## src/rtl/alu_pkg.sv

```systemverilog
// alu_pkg: definitions shared by the ALU round-robin scheduler and its
// combinational ALU core.
//   - operand / result widths
//   - opcode encodings OP_ADD .. OP_NOT
//   - sequencer state encoding (IDLE, EXEC, RESP)
package alu_pkg;

    localparam int OPND_W = 4;
    localparam int RES_W  = 8;

    localparam logic [2:0] OP_ADD = 3'd0;
    localparam logic [2:0] OP_SUB = 3'd1;
    localparam logic [2:0] OP_MUL = 3'd2;
    localparam logic [2:0] OP_DIV = 3'd3;
    localparam logic [2:0] OP_AND = 3'd4;
    localparam logic [2:0] OP_OR  = 3'd5;
    localparam logic [2:0] OP_XOR = 3'd6;
    localparam logic [2:0] OP_NOT = 3'd7;

    typedef enum logic [1:0] {
        IDLE = 2'd0,
        EXEC = 2'd1,
        RESP = 2'd2
    } state_e;

endpackage

```

## src/rtl/alu4_core.sv

```systemverilog
// alu4_core: purely combinational 4-bit ALU.
// Ports:
//   op     in  3  opcode (alu_pkg OP_*)
//   a, b   in  4  unsigned operands
//   result out 8  ALU result
//   carry  out 1  ADD carry-out / SUB not-borrow (a >= b), else 0
//   ovf    out 1  ADD/SUB signed overflow, else 0
module alu4_core
    import alu_pkg::*;
(
    input  logic [2:0]        op,
    input  logic [OPND_W-1:0] a,
    input  logic [OPND_W-1:0] b,
    output logic [RES_W-1:0]  result,
    output logic              carry,
    output logic              ovf
);

    localparam int PAD_W = RES_W - OPND_W;

    logic [OPND_W:0]   sum;
    logic [OPND_W-1:0] diff;
    logic [RES_W-1:0]  prod;
    logic [OPND_W-1:0] quot;
    logic [OPND_W-1:0] rem;

    assign sum  = {1'b0, a} + {1'b0, b};
    assign diff = a - b;
    assign prod = {{PAD_W{1'b0}}, a} * {{PAD_W{1'b0}}, b};
    // Divide by zero is masked below; the quotient/remainder of b == 0 never
    // reaches the result.
    assign quot = a / b;
    assign rem  = a % b;

    always_comb begin
        result = '0;
        carry  = 1'b0;
        ovf    = 1'b0;
        case (op)
            OP_ADD: begin
                result = {{PAD_W{1'b0}}, sum[OPND_W-1:0]};
                carry  = sum[OPND_W];
                ovf    = (a[3] & b[3] & ~sum[3]) | (~a[3] & ~b[3] & sum[3]);
            end
            OP_SUB: begin
                result = {{PAD_W{1'b0}}, diff};
                carry  = (a >= b);
                ovf    = (a[3] & ~b[3] & ~diff[3]) | (~a[3] & b[3] & diff[3]);
            end
            OP_MUL: result = prod;
            OP_DIV: begin
                if (b != '0) begin
                    result = {rem, quot};
                end
            end
            OP_AND: result = {{PAD_W{1'b0}}, a & b};
            OP_OR:  result = {{PAD_W{1'b0}}, a | b};
            OP_XOR: result = {{PAD_W{1'b0}}, a ^ b};
            OP_NOT: result = {{PAD_W{1'b0}}, ~a};
            default: result = '0;
        endcase
    end

endmodule

```

## src/rtl/alu_rr_scheduler.sv

```systemverilog
// alu_rr_scheduler: shares one 4-bit ALU between two requesters.
// A round-robin arbiter picks a requester in IDLE, the command is captured,
// computed in EXEC and presented on a registered, ID-tagged response channel
// in RESP until the consumer takes it.
//
// Handshake rule (all channels): a transfer happens on a rising clk edge where
// valid && ready are both 1. The source holds valid and payload stable until
// that edge; reqN_ready is combinational from state, valids and the
// round-robin pointer only (never from rsp_ready).
//
// Ports:
//   clk, rst_n                      clock, async active-low reset
//   reqN_valid/ready/op/a/b (N=0,1) command channels
//   rsp_valid/ready                 response handshake
//   rsp_id                          requester that issued the command
//   rsp_result/carry/ovf            registered ALU outputs
//   busy                            sequencer not in IDLE
//   fsm_state                       sequencer state, for observation
//   stat_gnt0/gnt1/divz             saturating counters, only when the
//                                   ALU_STATS_EN macro is defined
module alu_rr_scheduler
    import alu_pkg::*;
#(
    parameter int CNT_W = 8
)
(
    input  logic              clk,
    input  logic              rst_n,
    input  logic              req0_valid,
    output logic              req0_ready,
    input  logic [2:0]        req0_op,
    input  logic [OPND_W-1:0] req0_a,
    input  logic [OPND_W-1:0] req0_b,
    input  logic              req1_valid,
    output logic              req1_ready,
    input  logic [2:0]        req1_op,
    input  logic [OPND_W-1:0] req1_a,
    input  logic [OPND_W-1:0] req1_b,
    output logic              rsp_valid,
    input  logic              rsp_ready,
    output logic              rsp_id,
    output logic [RES_W-1:0]  rsp_result,
    output logic              rsp_carry,
    output logic              rsp_ovf,
    output logic              busy,
    output state_e            fsm_state
`ifdef ALU_STATS_EN
    ,
    output logic [CNT_W-1:0]  stat_gnt0,
    output logic [CNT_W-1:0]  stat_gnt1,
    output logic [CNT_W-1:0]  stat_divz
`endif
);

    state_e            state;
    state_e            state_nxt;
    logic              last_gnt;
    logic              gnt0;
    logic              gnt1;
    logic              accept;

    logic              sel_id;
    logic [2:0]        sel_op;
    logic [OPND_W-1:0] sel_a;
    logic [OPND_W-1:0] sel_b;

    logic [2:0]        cap_op;
    logic [OPND_W-1:0] cap_a;
    logic [OPND_W-1:0] cap_b;
    logic              cap_id;

    logic [RES_W-1:0]  core_result;
    logic              core_carry;
    logic              core_ovf;

    // Round robin: a lone requester always wins; on contention the one that
    // was not served last wins. gnt0 and gnt1 are mutually exclusive.
    assign gnt0 = req0_valid && (!req1_valid || last_gnt);
    assign gnt1 = req1_valid && (!req0_valid || !last_gnt);

    assign sel_id = gnt1;
    assign sel_op = gnt1 ? req1_op : req0_op;
    assign sel_a  = gnt1 ? req1_a  : req0_a;
    assign sel_b  = gnt1 ? req1_b  : req0_b;

    assign accept    = req0_ready || req1_ready;
    assign fsm_state = state;

    always_ff @(posedge clk or negedge rst_n) begin
        if (!rst_n) begin
            state <= IDLE;
        end else begin
            state <= state_nxt;
        end
    end

    always_comb begin
        state_nxt  = state;
        req0_ready = 1'b0;
        req1_ready = 1'b0;
        rsp_valid  = 1'b0;
        busy       = 1'b1;
        case (state)
            IDLE: begin
                busy       = 1'b0;
                req0_ready = gnt0;
                req1_ready = gnt1;
                if (gnt0 || gnt1) begin
                    state_nxt = EXEC;
                end
            end
            EXEC: begin
                state_nxt = RESP;
            end
            RESP: begin
                rsp_valid = 1'b1;
                if (rsp_ready) begin
                    state_nxt = IDLE;
                end
            end
            default: begin
                state_nxt = IDLE;
            end
        endcase
    end

    // Command capture.
    always_ff @(posedge clk or negedge rst_n) begin
        if (!rst_n) begin
            cap_op <= '0;
            cap_a  <= '0;
            cap_b  <= '0;
            cap_id <= 1'b0;
        end else if (accept) begin
            cap_op <= sel_op;
            cap_a  <= sel_a;
            cap_b  <= sel_b;
            cap_id <= sel_id;
        end
    end

    alu4_core u_core (
        .op     (cap_op),
        .a      (cap_a),
        .b      (cap_b),
        .result (core_result),
        .carry  (core_carry),
        .ovf    (core_ovf)
    );

    // Response registers are loaded only in EXEC, so they hold stable for the
    // whole RESP stall. The pointer moves when the response is consumed, which
    // means an aborted command never counts as served.
    always_ff @(posedge clk or negedge rst_n) begin
        if (!rst_n) begin
            rsp_id     <= 1'b0;
            rsp_result <= '0;
            rsp_carry  <= 1'b0;
            rsp_ovf    <= 1'b0;
            last_gnt   <= 1'b1;
        end else begin
            if (state == EXEC) begin
                rsp_id     <= cap_id;
                rsp_result <= core_result;
                rsp_carry  <= core_carry;
                rsp_ovf    <= core_ovf;
            end
            if (rsp_valid && rsp_ready) begin
                last_gnt <= rsp_id;
            end
        end
    end

`ifdef ALU_STATS_EN
    logic divz_hit;
    assign divz_hit = accept && (sel_op == OP_DIV) && (sel_b == '0);

    always_ff @(posedge clk or negedge rst_n) begin
        if (!rst_n) begin
            stat_gnt0 <= '0;
            stat_gnt1 <= '0;
            stat_divz <= '0;
        end else begin
            if (req0_ready && (stat_gnt0 != '1)) begin
                stat_gnt0 <= stat_gnt0 + 1'b1;
            end
            if (req1_ready && (stat_gnt1 != '1)) begin
                stat_gnt1 <= stat_gnt1 + 1'b1;
            end
            if (divz_hit && (stat_divz != '1)) begin
                stat_divz <= stat_divz + 1'b1;
            end
        end
    end
`else
    // Counter width only matters when the statistics are built in.
    logic [CNT_W-1:0] unused_cnt_w;
    assign unused_cnt_w = '0;
`endif

endmodule

```

## config.mk

```make
export PLATFORM = sky130hd
export DESIGN_NAME = alu_rr_scheduler
export DESIGN_NICKNAME = d
export VERILOG_FILES = /design/src/rtl/alu_pkg.sv /design/src/rtl/alu4_core.sv /design/src/rtl/alu_rr_scheduler.sv
export SDC_FILE = /design/constraint.sdc
export NUM_CORES = 1
export LEC_CHECK = 0
export CAP_MARGIN = 10
export CORE_UTILIZATION = 37
export CTS_BUF_LIST = sky130_fd_sc_hd__clkbuf_8
export CTS_CLUSTER_SIZE = 20
export DETAILED_ROUTE_END_ITERATION = 10
export SLEW_MARGIN = 30
export SYNTH_ARGS = -nofsm -noshare
export SYNTH_HDL_FRONTEND = slang
export SYNTH_HIERARCHICAL = 1
export SYNTH_SLANG_ARGS = --single-unit
```

## constraint.sdc

```tcl
create_clock -name clk -period 4.3 [get_ports clk]
set_input_delay 0.86 -clock clk [delete_from_list [all_inputs] [get_ports clk]]
set_output_delay 0.86 -clock clk [all_outputs]
set_load 0.1 [all_outputs]
```

==> flow_summary.ini <==
[placement]
dpl.hpwl_mm = 5.45
gp_routability_congestion = 0.949
dp_slack_ns = -0.0866
dp.cells = 439
io_buffers = 43

[cells_and_area]
final_layout_size_suffix_gt1_share_pct = 24.7
final_nets = 421
n_fill_cell = 705
final_cells = 447
syn_to_final_growth_pct = 29.4
diodes = 0

[logic_synthesis]
synthArstFlopShare_pct = 100
synth_cells = 292
synth_most_common_cell = ha_1
ys_seq_area_share_pct = 23.3
synth_nets = 364
netlist_area_um2 = 2800
synth_area_leaders = dfrtp_1 22%, ha_1 17%, mux2_2 10%
synth_top_cell_area_share_pct = 22.4
yosys_warnings = 6
yosys.area.top_type = dfrtp_1
post_synth_most_frequent_cells = 38 x ha_1, 31 x inv_1, 25 x dfrtp_1, 25 x mux2_2
yosys_register_bits = 26
synth_enable_flop_cells = 0
postSynthAreaPerCell_um2 = 9.59
synthDistinctLibCells = 53
synth_ff_type = dfrtp_1

[floorplan]
initial_core_util_pct = 38.4
dieArea_um2 = 7920
coreArea_um2 = 7290
rows = 31
die_x_um = 89.0
fp.dieH_um = 89.0
io_pins = 44

[clock_network]
hold_buffers = 0
clk_path_buf_depth = 2
root_buffer = clkbuf_8
clock-sinks = 26
path_clk_slew_ns = 0.10
cts_buffers = 3
cts_tree = built
htree_levels = 1
clk-insertion-delay-late_ns = 0.28

[drt]
first_pass_iters = 4
ant_nets = 0
route.detailed.drc = 0
viasPerCell = 5.22
post_drt_wl_per_cell_um = 15.4
totalWireLength_mm = 6.88
num_vias = 2332
drt_iter0_markers = 151

[timing]
fin_ws_ns = 0.00358
final.setup.tns_ns = 0
slew_violations = 0
fin_crit_ns = 4.30
setup_viol = 0
final.period_utilization_pct = 99.9
finalClockSkew_ns = 0.0136
grt_setup_unrepaired = true
worst_slew_pin_slew_ns = 0.972
max_freq_mhz = 233
slew_headroom_pct = 35.0
hold_violations = 0
whs_ns = 0.486

[grt]
antenna_found_initial = 0
grt_usage_pct = 18.7
overflow = 0
grt_max_degree = 27
grt_pass1_vias = 2367
grt_pass1_wl_mm = 11.4

[setup_path]
rrSetupSlack_ns = 0.004
worstRegToRegCells = 17
r2r_start = cap_a[3]
path_max_fanout = 5
worstPathArrival_ns = 4.47
critical-path-slowest-cell = or4b_4
crit_path_start_kind = flip-flop
end_kind = flip-flop
crit_top_cell = ha_4
crit_type = reg2reg
worstSetupStartpoint = cap_a[3]
cp_cell_sequence = ha_1 -> a21oi_2 -> ha_4 -> or4b_4 -> nand2_2 -> a2bb2oi_2 -> ha_4 -> nor2_2 -> a211oi_4 -> buf_4 -> o31a_2 -> ha_4 -> a21o_1 -> a31oi_4 -> nor2_1 -> a221o_1 -> mux2_4
worstPathRequired_ns = 4.47
slowest_delay_ns = 0.54
rr_endpoint = rsp_result[7]

[min_path]
hold_end = cap_id
worstHoldPathCells = 1
min-delay-start = cap_id
hold_path_class = reg2reg

[flow_run]
maxCapViolCount = 0

[run_status]
status = complete, no violations
==> area by class of cell <==
| type | count | area (um^2) | area share (%) |
|---|---|---|---|
| clock buffer | 3 | 41.3 | 1.14 |
| clock inverter | 1 | 30.0 | 0.829 |
| inverter | 31 | 116 | 3.21 |
| multi-input combinational | 226 | 2100 | 58.0 |
| sequential | 26 | 653 | 18.0 |
| tap | 99 | 124 | 3.42 |
| timing repair buffer | 61 | 556 | 15.3 |
==> worst max path at each step <==
stage,endpoint,slack (ns),depth (start not counted)
after floorplan,rsp_result[7],0.008,21
after detailed placement,rsp_result[7],-0.09,19
after CTS,rsp_result[7],0.06,19
after global placement,rsp_result[7],0.03,20
final,rsp_result[7],0.004,17
after global routing,rsp_result[7],-0.17,20
==> repair_timing <==
item | in CTS | in global routing
setup endpoints to repair | 4 | 5
resized for setup | 6 | 9
buffers inserted | 0 | 4
pin swaps | 1 | 11
==> layer usage <==
layer	GRT usage, %	routed length [um]
met5	0	0
met4	4.33	85
met3	2.22	328
met2	33.3	3420
met1	24.3	3050
==> registers in the layout, summed over array words and instances, names as in the netlist <==
register	flops
cap_op	3
cap_b	4
cap_a	4
cap_id	1
last_gnt	1
fsm_state	2
rsp_ovf	1
rsp_carry	1
rsp_result	8
rsp_id	1
==> cell usage in the layout (no fill, tap or decap), types with 3 or more instances in the layout <==
| master | count |
|---|---|
| o21bai_1 | 3 |
| nor3_1 | 5 |
| clkbuf_8 | 3 |
| a21o_1 | 4 |
| a21oi_1 | 14 |
| buf_4 | 20 |
| xor2_1 | 4 |
| nor2_1 | 13 |
| clkdlybuf4s50_1 | 40 |
| dfrtp_1 | 24 |
| mux2i_1 | 6 |
| and3_1 | 3 |
| o211ai_1 | 3 |
| nand2b_1 | 4 |
| fa_1 | 7 |
| ha_1 | 35 |
| o21ai_0 | 17 |
| o221ai_1 | 3 |
| xnor2_1 | 4 |
| mux2_4 | 10 |
| mux2_2 | 24 |
| ha_4 | 3 |
| nand2_1 | 18 |
| inv_1 | 29 |
==> worst max-delay path, delay by kind of cell, from the launching register on <==
kind            cells  cell delay [ns]
buf+inv             1             0.18
mux                 1             0.26
simple gates        4             0.85
fa+ha+maj           4             1.03
compound gates      7             1.48
flops               1             0.39
==> kinds of logic (layout without fill, tap and decap cells) <==
logic type               count (synthesis)  count (layout)  synth area share (%)
XOR/XNOR                                 8               8                  2.50
multiplexers                            41              41                  17.8
AND/OR/NAND/NOR                         64              64                  11.7
AO/OA/AOI/OAI                           68              68                  16.7
buffers and inverters                   40              96                  6.03
flip-flops                              26              26                  23.3
adder cells (fa/ha/maj)                 45              45                  22.0
==> per-stage QoR <==
step	utilization [%]	area (um^2)
2_1_floorplan	-	2840
3_3_place_gp	47.1	3440
3_5_place_dp	47.1	3430
4_1_cts	48.6	3540
5_1_grt	49.7	3620
6_report	49.7	3620
Power is not shown: default switching activity piles up to over one toggle a cycle in this logic, so the estimate is an artifact.
